**src/rtl/sseg_scan_driver.sv**
```systemverilog
// rtl/sseg_scan_driver.sv - 4-digit common-anode 7-segment scan driver with digit/colon blink
// Optional feature macro: SSEG_LZ_SUPPRESS_EN (darkens the leftmost digit when it is zero)
module sseg_scan_driver #(
    parameter int REFRESH_TICKS = 49999,
    parameter int HALFSEC       = 24999999
) (
    input  logic        M_CLOCK,
    input  logic        M_RESET_N,
    input  logic [15:0] DIGITS,
    input  logic        LOAD,
    input  logic [3:0]  BLINK_MASK,
    input  logic [3:0]  DP_MASK,
    input  logic        COL_EN,
    input  logic        COL_BLINK,
    input  logic        BLANK,
    output logic        LOAD_ACK,
    output logic [7:0]  IO_SSEG,
    output logic [3:0]  IO_SSEGD,
    output logic        IO_SSEG_COL
);

    localparam int RW = (REFRESH_TICKS > 0) ? $clog2(REFRESH_TICKS + 1) : 1;
    localparam int BW = (HALFSEC > 0) ? $clog2(HALFSEC + 1) : 1;
    localparam logic [RW-1:0] REFRESH_LAST = RW'(REFRESH_TICKS);
    localparam logic [BW-1:0] HALFSEC_LAST = BW'(HALFSEC);

    // Timebase state
    logic [RW-1:0] refresh_cnt_q, refresh_cnt_d;
    logic [1:0]    scan_idx_q, scan_idx_d;
    logic [BW-1:0] blink_cnt_q, blink_cnt_d;
    logic          phase_q, phase_d;
    logic          slot_end;

    // Shadow registers written by LOAD
    logic [15:0] sh_digits_q, sh_digits_d;
    logic [3:0]  sh_blink_q, sh_blink_d;
    logic [3:0]  sh_dp_q, sh_dp_d;
    logic        sh_col_en_q, sh_col_en_d;

    // Per-slot copy of the shadow, refreshed only at slot boundaries so a
    // LOAD can never change a digit half way through its slot
    logic [15:0] act_digits_q, act_digits_d;
    logic [3:0]  act_blink_q, act_blink_d;
    logic [3:0]  act_dp_q, act_dp_d;

    // Registered outputs
    logic [7:0] sseg_q, sseg_d;
    logic [3:0] ssegd_q, ssegd_d;
    logic       col_q, col_d;
    logic       ack_q, ack_d;

    // Slot datapath intermediates
    logic [3:0] slot_bcd;
    logic       slot_blink;
    logic       slot_dp;
    logic [3:0] slot_en;
    logic [7:0] slot_seg;
    logic       slot_dark;
    logic       lz_dark;

    // BCD to active-low segments {dp,g,f,e,d,c,b,a}; non-decimal codes show a dash
    function automatic logic [7:0] seg_decode(input logic [3:0] bcd);
        logic [7:0] seg;
        case (bcd)
            4'd0:    seg = 8'hC0;
            4'd1:    seg = 8'hF9;
            4'd2:    seg = 8'hA4;
            4'd3:    seg = 8'hB0;
            4'd4:    seg = 8'h99;
            4'd5:    seg = 8'h92;
            4'd6:    seg = 8'h82;
            4'd7:    seg = 8'hF8;
            4'd8:    seg = 8'h80;
            4'd9:    seg = 8'h98;
            default: seg = 8'hBF;
        endcase
        return seg;
    endfunction

    // Refresh counter, scan index and free-running blink phase
    always_comb begin
        refresh_cnt_d = refresh_cnt_q + RW'(1);
        scan_idx_d    = scan_idx_q;
        blink_cnt_d   = blink_cnt_q + BW'(1);
        phase_d       = phase_q;
        slot_end      = (refresh_cnt_q == REFRESH_LAST);
        if (slot_end) begin
            refresh_cnt_d = '0;
            scan_idx_d    = scan_idx_q + 2'd1;
        end
        if (blink_cnt_q == HALFSEC_LAST) begin
            blink_cnt_d = '0;
            phase_d     = ~phase_q;
        end
    end

    // Shadow capture on LOAD and slot-boundary transfer into the active copy
    always_comb begin
        sh_digits_d  = sh_digits_q;
        sh_blink_d   = sh_blink_q;
        sh_dp_d      = sh_dp_q;
        sh_col_en_d  = sh_col_en_q;
        act_digits_d = act_digits_q;
        act_blink_d  = act_blink_q;
        act_dp_d     = act_dp_q;
        if (LOAD) begin
            sh_digits_d = DIGITS;
            sh_blink_d  = BLINK_MASK;
            sh_dp_d     = DP_MASK;
            sh_col_en_d = COL_EN;
        end
        if (slot_end) begin
            act_digits_d = sh_digits_q;
            act_blink_d  = sh_blink_q;
            act_dp_d     = sh_dp_q;
        end
    end

    // Select the digit, mask bits and anode enable for the current slot
    always_comb begin
        slot_bcd   = act_digits_q[15:12];
        slot_blink = act_blink_q[3];
        slot_dp    = act_dp_q[3];
        slot_en    = 4'b0111;
        case (scan_idx_q)
            2'd0: begin
                slot_bcd   = act_digits_q[15:12];
                slot_blink = act_blink_q[3];
                slot_dp    = act_dp_q[3];
                slot_en    = 4'b0111;
            end
            2'd1: begin
                slot_bcd   = act_digits_q[11:8];
                slot_blink = act_blink_q[2];
                slot_dp    = act_dp_q[2];
                slot_en    = 4'b1011;
            end
            2'd2: begin
                slot_bcd   = act_digits_q[7:4];
                slot_blink = act_blink_q[1];
                slot_dp    = act_dp_q[1];
                slot_en    = 4'b1101;
            end
            default: begin
                slot_bcd   = act_digits_q[3:0];
                slot_blink = act_blink_q[0];
                slot_dp    = act_dp_q[0];
                slot_en    = 4'b1110;
            end
        endcase
    end

`ifdef SSEG_LZ_SUPPRESS_EN
    assign lz_dark = (scan_idx_q == 2'd0) && (act_digits_q[15:12] == 4'd0);
`else
    assign lz_dark = 1'b0;
`endif

    // Next output values: decoded segments gated by blank, blink and leading-zero darkening
    always_comb begin
        slot_seg  = seg_decode(slot_bcd);
        slot_seg[7] = ~slot_dp;
        slot_dark = BLANK | lz_dark | (slot_blink & ~phase_q);
        sseg_d    = slot_dark ? 8'hFF : slot_seg;
        ssegd_d   = slot_dark ? 4'hF : slot_en;
        col_d     = ~(sh_col_en_q & ~BLANK & (~COL_BLINK | phase_q));
        ack_d     = LOAD;
    end

    // State and output registers with synchronous active-low reset
    always_ff @(posedge M_CLOCK) begin
        if (!M_RESET_N) begin
            refresh_cnt_q <= '0;
            scan_idx_q    <= 2'd0;
            blink_cnt_q   <= '0;
            phase_q       <= 1'b1;
            sh_digits_q   <= 16'h0000;
            sh_blink_q    <= 4'h0;
            sh_dp_q       <= 4'h0;
            sh_col_en_q   <= 1'b0;
            act_digits_q  <= 16'h0000;
            act_blink_q   <= 4'h0;
            act_dp_q      <= 4'h0;
            sseg_q        <= 8'hFF;
            ssegd_q       <= 4'hF;
            col_q         <= 1'b1;
            ack_q         <= 1'b0;
        end else begin
            refresh_cnt_q <= refresh_cnt_d;
            scan_idx_q    <= scan_idx_d;
            blink_cnt_q   <= blink_cnt_d;
            phase_q       <= phase_d;
            sh_digits_q   <= sh_digits_d;
            sh_blink_q    <= sh_blink_d;
            sh_dp_q       <= sh_dp_d;
            sh_col_en_q   <= sh_col_en_d;
            act_digits_q  <= act_digits_d;
            act_blink_q   <= act_blink_d;
            act_dp_q      <= act_dp_d;
            sseg_q        <= sseg_d;
            ssegd_q       <= ssegd_d;
            col_q         <= col_d;
            ack_q         <= ack_d;
        end
    end

    assign IO_SSEG     = sseg_q;
    assign IO_SSEGD    = ssegd_q;
    assign IO_SSEG_COL = col_q;
    assign LOAD_ACK    = ack_q;

endmodule

```
**config.mk**
```make
export PLATFORM = sky130hd
export DESIGN_NAME = sseg_scan_driver
export DESIGN_NICKNAME = d
export VERILOG_FILES = /design/src/rtl/sseg_scan_driver.sv
export SDC_FILE = /design/constraint.sdc
export NUM_CORES = 1
export LEC_CHECK = 0
export ABC_AREA = 0
export CAP_MARGIN = 20
export CORE_ASPECT_RATIO = 0.8
export CORE_MARGIN = 1
export CORE_UTILIZATION = 40
export CTS_BUF_LIST = sky130_fd_sc_hd__clkbuf_8
export CTS_CLUSTER_SIZE = 10
export DETAILED_ROUTE_END_ITERATION = 10
export PLACE_DENSITY_LB_ADDON = 0.25
export SLEW_MARGIN = 30
export SYNTH_ARGS = -nofsm -noshare
export SYNTH_HDL_FRONTEND = slang
export SYNTH_SLANG_ARGS = --single-unit
```
**constraint.sdc**
```tcl
create_clock -name M_CLOCK -period 3.5 [get_ports M_CLOCK]
set_input_delay 0.35 -clock M_CLOCK [delete_from_list [all_inputs] [get_ports M_CLOCK]]
set_output_delay 0.35 -clock M_CLOCK [all_outputs]
set_load 0.02 [all_outputs]
```
==> results of run 1 <==
-- cell families after synthesis --
family,count (synthesis)
simple gates,177
flops,107
xor+xnor,25
mux,55
fa+ha+maj,9
buf+inv,37
compound gates,51
-- registers in the layout, summed over array words and instances (netlist names) --
signal,flops
blink_cnt_q,25
act_digits_q,16
refresh_cnt_q,16
sh_digits_q,16
IO_SSEG,8
IO_SSEGD,4
act_blink_q,4
act_dp_q,4
sh_blink_q,4
sh_dp_q,4
scan_idx_q,2
IO_SSEG_COL,1
LOAD_ACK,1
phase_q,1
sh_col_en_q,1
-- report_power, final --
part           total, mW  internal (mW)  leakage, nW  switching (mW)
Clock              0.859          0.467        0.116           0.391
Combinational      0.123         0.0706         1.07          0.0524
Sequential          1.26           1.24        0.871          0.0171
Total               2.24           1.78         2.06           0.461
-- worst max-delay path, stage by stage, from the launching register on --
cell and delay [ns]:
dfxtp_1 0.41, ha_1 0.47, mux2i_1 0.53, inv_1 0.17, ha_1 0.35, mux2_2 0.28
a32oi_1 0.15
-- routing by layer --
| layer | track usage | vias to the layer above | wire length [um] |
|---|---|---|---|
| met5 | 0 | - | 0 |
| met4 | 0.0570 | 0 | 119 |
| met3 | 0.0411 | 11 | 308 |
| met2 | 0.216 | 49 | 3620 |
| met1 | 0.231 | 1506 | 4600 |
| li1 | - | 1686 | - |
-- placed cells by master (no fill, tap or decap), types with 2 or more instances in the layout --
master           instances
a211oi_1                 3
a21oi_1                 16
a222oi_1                 4
a22oi_1                  3
and2_1                   6
and3_1                   3
and3_2                   3
buf_4                    2
bufinv_16                3
clkbuf_8                 9
clkdlybuf4s50_1         42
dfxtp_1                107
ha_1                     9
inv_1                   17
mux2_2                   3
mux2i_1                 52
nand2_1                 18
nand3_1                 18
nand4_1                 11
nor2_1                  31
nor2b_1                 51
nor3_1                   8
nor4_1                   4
nor4b_1                  4
o21ai_0                 11
o31ai_1                  8
or3_1                    4
or3_2                    2
or4_1                    7
xnor2_1                 15
xor2_1                  10
-- worst paths after layout --
| path | from | end | slack, ns | cells past startpoint |
|---|---|---|---|---|
| worst max-delay path | scan_idx_q[0] | IO_SSEG[3] | 1.07 | 6 |
| worst min-delay path | sh_col_en_q | IO_SSEG_COL | 0.40 | 1 |
| worst max register to register | scan_idx_q[0] | IO_SSEG[3] | 1.07 | 6 |
| worst min register to register | sh_col_en_q | IO_SSEG_COL | 0.40 | 1 |
-- layout make-up --
class / instances / area, um2 / area share
clock buffer: 9 / 124 / 0.0234
inverter: 16 / 60.1 / 0.0114
tap: 144 / 180 / 0.0341
multi-input combinational: 317 / 2240 / 0.423
timing repair buffer: 45 / 440 / 0.0833
clock inverter: 6 / 106 / 0.0201
sequential: 107 / 2140 / 0.405
==> flow_summary.yaml, run 1 <==
yosys:
  avgSynthCellArea_um2: 9.85
  synth-simple-area-share: 0.223
  synth_top_family_by_area: "simple AND/OR/NAND/NOR gates"
  synthTopCellsByArea: "dfxtp_1, mux2i_1, nor2b_1"
  syn-cell-area_um2: 4540
  synth_largest_area_cell: "dfxtp_1"
  synth.most_common_cell: "dfxtp_1"
  ys_seq_area_frac: 0.472
  async_reset_ff_frac: 0
  synth_edf_count: 0
  synth_seq_cells: 107
  yosysTopAreaCellShare: 0.472
  synth-compound-area-share: 0.0728
  synth.distinct_cells: 44
  synth_cells: 461
  synth_xor_area_frac: 0.0482
  ys_warn_count: 0
  ys.flop_type: "dfxtp_1"
  synthAdderAreaFrac: 0.0248
  synthMuxAreaShare: 0.122
  synth_common_cells: "dfxtp_1, mux2i_1, nor2b_1"
  synth_nets: 500
final_layout:
  design_area_um2: 5290
  fin_util: 0.482
  drive_above_1_share: 0.0620
  num-fill-cells: 1027
  antennaDiodeCount: 0
  area_growth_pct: 16.5
  stdcell_count: 644
  nets: 535
run_status:
  status: "finished, final reports clean"
drt:
  vias: 3252
  remaining_drc_errors: 0
  ant_nets: 0
  drtPass1Iterations: 5
  viasPerCell: 5.05
  drtIter0Drc: 184
  post_drt_wl_per_cell_um: 13.4
  routed_wirelength_um: 8640
sta:
  tns_ns: 0
  hold_viol_final: 0
  setup_ws_ns: 1.07
  finClkSkew_ns: 0.00925
  fin_crit_ns: 2.43
  fmax_mhz: 412
  rsz0062_at_grt: "false"
  setup_viol: 0
  slew_headroom: 0.481
  whs_ns: 0.396
  slew_viol_final: 0
  finalCritPeriodShare: 0.694
  worst_pin_slew_ns: 0.779
placed_design:
  dp.cells: 629
  place_congestion: 0.805
  place.port_buffers: 43
  dp_hpwl_um: 5910
  placedInstanceArea_um2: 5050
  dp_slack_ns: 1.17
clocking:
  post-cts-setup-buffers: 0
  cts_tree: "built"
  insertion_delay_ns: 0.37
  cts_resized: 0
  htree_num_levels: 3
  ctsRootBufferMaster: "clkbuf_8"
  numCtsBuffers: 9
  clock_path_buffers: 2
  postCtsHoldBufs: 0
  path_clk_slew_ns: 0.10
  clock-sinks: 107
critical_path:
  cp_max_fo: 12
  cp-end-kind: "register"
  required_ns: 3.79
  arrival_ns: 2.71
  critPathKind: "reg2reg"
  critPathLaunchType: "register"
die:
  rows: 34
  fp.dieArea_um2: 11800
  core_area_um2: 11000
  initial_core_util: 0.414
  dieWidth_um: 121
  die_h_um: 97.3
  ioPinCount: 44
grt:
  grt_pass1_wl_um: 14500
  grt_pass1_vias: 3006
  grt.total_usage: 0.157
  grt_start_max_net_pins: 58
  globalRouteOverflowTotal: 0
  antenna_found_initial: 0
flow_run:
  maxCapViolCount: 0
power:
  p_leak_nw: 2.06
  ir_drop_uv: 217
  finalPower_mw: 2.24
  cellPowerDensity_nw_per_um2: 424
worst_hold_path:
  hp-class: "reg2reg"
(Power assumes the default switching activity.)
==> inputs of run 2 (changes only) <==
- clock period: 3.5 -> 2.07 ns (I/O delays scaled with it)
==> run 2 against run 1 <==
  * Core utilization grew 1.6 points
  * Highest routed layer unchanged
  * Non-clock buffer count rose by 16
  * Via count is 2.9% higher
  * Count of clock-buffer cells in the layout rose by 3
==> flow_summary.yaml, run 2 (same netlist as run 1, synthesis figures left out) <==
run_status:
  status: "finished, final reports clean"
final_layout:
  nets: 551
  regMostFlops: "blink_cnt_q"
  area_growth_pct: 20.3
  layout_common_cells: "dfxtp_1, mux2i_1, nor2b_1, clkdlybuf4s50_1, nor2_1"
  stdcell_count: 661
  fin_util: 0.497
  drive_above_1_share: 0.114
  largest_reg_flops: 25
  final_common_cell: "dfxtp_1"
  antennaDiodeCount: 0
drt:
  drtPass1Iterations: 4
  routed_wirelength_um: 8980
  vias: 3345
  ant_nets: 0
  drtIter0Drc: 222
  viasPerCell: 5.06
  remaining_drc_errors: 0
  post_drt_wl_per_cell_um: 13.6
placed_design:
  place.port_buffers: 43
  dp_slack_ns: -0.0554
  dp_hpwl_um: 6350
  dp.cells: 642
  place_congestion: 0.800
critical_path:
  crit_slowest_cell: "dfxtp_4"
  critPathKind: "reg2reg"
  critPathLaunchType: "register"
  cp-end-kind: "register"
  cp_max_fo: 8
  path_buf_inv: 2
  required_ns: 2.31
  crit_family: "compound AO/OA/AOI/OAI gates"
  slowest_delay_ns: 0.39
  worstPathCellList: "inv_2, ha_4, a222oi_1, mux2_4, inv_1, ha_1, nor3_1, o21ai_0"
  arrival_ns: 2.17
grt:
  grt_start_max_net_pins: 39
  antenna_found_initial: 0
  grt.total_usage: 0.163
  grt_pass1_vias: 3124
  globalRouteOverflowTotal: 0
  grt_pass1_wl_um: 15100
die:
  ioPinCount: 44
  core_area_um2: 11000
  rows: 34
  initial_core_util: 0.414
  dieWidth_um: 121
  fp.dieArea_um2: 11800
  die_h_um: 97.3
clocking:
  htree_num_levels: 3
  clock_path_buffers: 2
  path_clk_slew_ns: 0.10
  postCtsHoldBufs: 0
  clock-sinks: 107
  cts_tree: "built"
  insertion_delay_ns: 0.37
  ctsRootBufferMaster: "clkbuf_8"
  numCtsBuffers: 9
sta:
  rsz0062_at_grt: "false"
  slew_viol_final: 0
  fin_crit_ns: 1.94
  hold_viol_final: 0
  worst_pin_slew_ns: 0.608
  finalCritPeriodShare: 0.936
  fmax_mhz: 516
  tns_ns: 0
  slew_headroom: 0.583
  setup_viol: 0
  setup_ws_ns: 0.133
  finClkSkew_ns: 0.00797
power:
  finalPower_mw: 3.56
  cellPowerDensity_nw_per_um2: 653
  comb_power_share: 0.062
  switchingPower_uw: 801
  p_sw_frac: 0.225
  p_leak_nw: 2.14
  clockPowerShare: 0.341
  p_int_mw: 2.76
  seq_power_share: 0.598
  ir_drop_uv: 336
flow_run:
  maxCapViolCount: 0
worst_hold_path:
  hp-class: "reg2reg"
-- run 2: metrics by stage --
stage | instance area [um2] | hold slack [ns]
after floorplan | 4540 | 0.331
after global routing | 5460 | 0.400
final | 5460 | 0.382
after CTS | 5390 | 0.374
after global placement | 5190 | 0.362
after detailed placement | 5190 | 0.370
-- run 2: per-layer routing --
metal  track usage  up-vias  part of all wire
met2         0.231       75              0.41
li1              -     1729                 -
met3        0.0428        6             0.049
met5             0        -                 0
met1         0.236     1535              0.53
met4        0.0551        0            0.0070
-- run 2: timing repair --
| action | in CTS | in global routing |
|---|---|---|
| buffers inserted | 0 | 3 |
| gates cloned | 0 | 0 |
| gates resized for setup | 4 | 13 |
| setup endpoints to repair | 5 | 5 |
| pin swaps | 0 | 5 |
-- run 2: area by class of cell --
class | count | area [um2]
timing repair buffer | 61 | 598
inverter | 16 | 62.6
clock inverter | 4 | 25.0
fill | 1014 | 5520
sequential | 107 | 2150
tap | 144 | 180
clock buffer | 12 | 165
multi-input combinational | 317 | 2280
-- run 2: worst paths after layout --
kind	from	endpoint	slack [ns]	cells after the start
hold reg to reg	sh_col_en_q	IO_SSEG_COL	0.38	1
hold / removal	sh_col_en_q	IO_SSEG_COL	0.38	1
setup / recovery	scan_idx_q[0]	IO_SSEG[5]	0.13	8
setup reg to reg	scan_idx_q[0]	IO_SSEG[5]	0.13	8
-- run 2: worst reg2reg max path, delay by kind of cell (launching register included) --
family                     cells  cell delay, ns
muxes                          1            0.25
DFF                            1            0.39
adders and majority gates      2            0.38
buffers and inverters          2            0.18
and+or+nand+nor                1            0.18
AOI/OAI and AO/OA              2            0.42
-- run 2: power by group through the flow --
stage                     sequential [mW]  combinational, mW  clock (mW)
after detailed placement             2.18              0.221           0
after global routing                 2.14              0.241        1.33
final                                2.13              0.220        1.21
after floorplan                      2.18              0.110           0
after global placement               2.18              0.218           0
after CTS                            2.13              0.223        1.27
==> inputs of run 3 (changes only) <==
- ABC_CLOCK_PERIOD_IN_PS: unset -> 2070
- REMOVE_ABC_BUFFERS: unset -> 1
==> run 3 against run 2 <==
  * Sequential power about the same
  * Final area is 1.2% lower
  * Power decreased by 0.28%
  * Combinational power is 3% lower
  * Fmax down 5.5%
  * Worst hold slack improved by 0.010 ns
  * Clock skew up 0.0021 ns
  * Critical path depth did not move
  * Sequential cell count did not move
  * Via count fell by 1.1%
  * Setup slack worse by 0.11 ns
  * Critical endpoint is now IO_SSEG[3]
  * Largest cell class unchanged
  * Largest power group unchanged
==> flow_summary.yaml, run 3 (same netlist as run 1, synthesis figures left out) <==
final_layout:
  largest_reg_flops: 25
  antennaDiodeCount: 0
  area_growth_pct: 18.9
  drive_above_1_share: 0.100
  regMostFlops: "blink_cnt_q"
  nets: 552
  stdcell_count: 662
  layout_common_cells: "dfxtp_1, mux2i_1, nor2b_1, clkdlybuf4s50_1, nor2_1"
  final_common_cell: "dfxtp_1"
  fin_util: 0.492
die:
  rows: 34
  initial_core_util: 0.414
  fp.dieArea_um2: 11800
  core_area_um2: 11000
  ioPinCount: 44
  die_h_um: 97.3
  dieWidth_um: 121
clocking:
  clock_path_buffers: 2
  ctsRootBufferMaster: "clkbuf_8"
  path_clk_slew_ns: 0.10
  numCtsBuffers: 9
  cts_tree: "built"
  postCtsHoldBufs: 0
  clock-sinks: 107
  insertion_delay_ns: 0.37
  htree_num_levels: 3
critical_path:
  required_ns: 2.35
  critPathKind: "reg2reg"
  crit_start: "scan_idx_q[0]"
  slowest_delay_ns: 0.36
  crit_slowest_cell: "dfxtp_2"
  arrival_ns: 2.33
  cp-end-kind: "register"
  cp_max_fo: 7
  worstPathCellList: "inv_1, ha_1, a222oi_1, mux2i_1, inv_1, ha_1, mux2_2, a32oi_1"
  critPathLaunchType: "register"
  r2r_start: "scan_idx_q[0]"
flow_run:
  maxCapViolCount: 0
drt:
  post_drt_wl_per_cell_um: 13.5
  viasPerCell: 5.00
  remaining_drc_errors: 0
  vias: 3307
  drtIter0Drc: 139
  routed_wirelength_um: 8950
  drtPass1Iterations: 5
  ant_nets: 0
power:
  seq_power_share: 0.600
  clockPowerShare: 0.339
  comb_power_share: 0.060
  ir_drop_uv: 315
  p_leak_nw: 2.13
  finalPower_mw: 3.55
  p_sw_frac: 0.230
  cellPowerDensity_nw_per_um2: 659
  p_int_mw: 2.74
  switchingPower_uw: 817
grt:
  grt_pass1_wl_um: 14800
  grt_start_max_net_pins: 36
  grtUsageMet3: 0.0423
  grt.busiest_layer: "met2"
  antenna_found_initial: 0
  grtUsageMet1: 0.213
  globalRouteOverflowTotal: 0
  grt_pass1_vias: 3134
  grt_util_met2: 0.240
  grt.total_usage: 0.158
sta:
  fin_crit_ns: 2.05
  fmax_mhz: 488
  worst_pin_slew_ns: 0.577
  slew_headroom: 0.615
  rsz0062_at_grt: "true"
  whs_ns: 0.392
  setup_viol: 0
  slew_viol_final: 0
  finClkSkew_ns: 0.0100
  hold_viol_final: 0
  finalCritPeriodShare: 0.991
placed_design:
  dp_hpwl_um: 6420
  place_congestion: 0.851
  dp.cells: 643
  place.port_buffers: 43
run_status:
  status: "finished, final reports clean"
worst_hold_path:
  hp-start: "sh_col_en_q"
  hp-class: "reg2reg"
==> run 3: cell types whose count changed in the layout (fill, tap and decap cells not counted), moves of 2 or more <==
cell	change
buf_12	-2
buf_4	+3
dfxtp_2	+2
dfxtp_4	-2
ha_1	+2
ha_4	-3
inv_1	+3
inv_2	-2
==> run 3: metal layers <==
| layer | vias up | part of all wire |
|---|---|---|
| met5 | - | 0 |
| met4 | 0 | 0.012 |
| met3 | 8 | 0.040 |
| met2 | 52 | 0.44 |
| met1 | 1532 | 0.51 |
| li1 | 1715 | - |
==> run 3: area by class of cell <==
| type | count | area (um2) |
|---|---|---|
| inverter | 16 | 60.1 |
| clock buffer | 11 | 151 |
| multi-input combinational | 317 | 2240 |
| fill | 1063 | 5580 |
| sequential | 107 | 2140 |
| clock inverter | 5 | 37.5 |
| tap | 144 | 180 |
| timing repair buffer | 62 | 586 |
==> run 3: final timing paths <==
path | endpoint | slack, ns | cells after the start
worst max-delay path | IO_SSEG[3] | 0.02 | 8
worst min-delay path | IO_SSEG_COL | 0.39 | 1
worst max register to register | IO_SSEG[3] | 0.02 | 8
worst min register to register | IO_SSEG_COL | 0.39 | 1
==> run 3: metrics by stage <==
| stage | setup slack (ns) | cell area, um2 | setup TNS, ns |
|---|---|---|---|
| after floorplan | -0.752 | 4430 | -21.11 |
| after global placement | 0.0937 | 5170 | 0 |
| after detailed placement | -0.0649 | 5170 | -0.0649 |
| after CTS | 0.0126 | 5370 | 0 |
| after global routing | -0.0376 | 5400 | -0.0436 |
| final | 0.0196 | 5400 | 0 |
==> run 3: power groups by stage <==
stage	clock network (mW)	registers (mW)	logic, mW
2_1_floorplan	0	2.18	0.0860
3_3_place_gp	0	2.18	0.212
3_5_place_dp	0	2.18	0.217
4_1_cts	1.24	2.13	0.217
5_1_grt	1.32	2.14	0.235
6_report	1.21	2.13	0.214
==> run 3: timing repair <==
item | 4_1_cts | 5_1_grt
resized for setup | 4 | 1
setup buffers | 0 | 3
endpoints found under the setup margin | 2 | 4
cloned | 0 | 0
pin swaps | 0 | 2
endpoints found under the hold margin | 0 | 0
==> run 3: worst max-delay path: cells and delay by family, from the launching register on <==
family	cells	cell delay [ns]
compound gates	2	0.47
fa+ha+maj	2	0.54
buf+inv	2	0.18
flops	1	0.36
mux	2	0.42
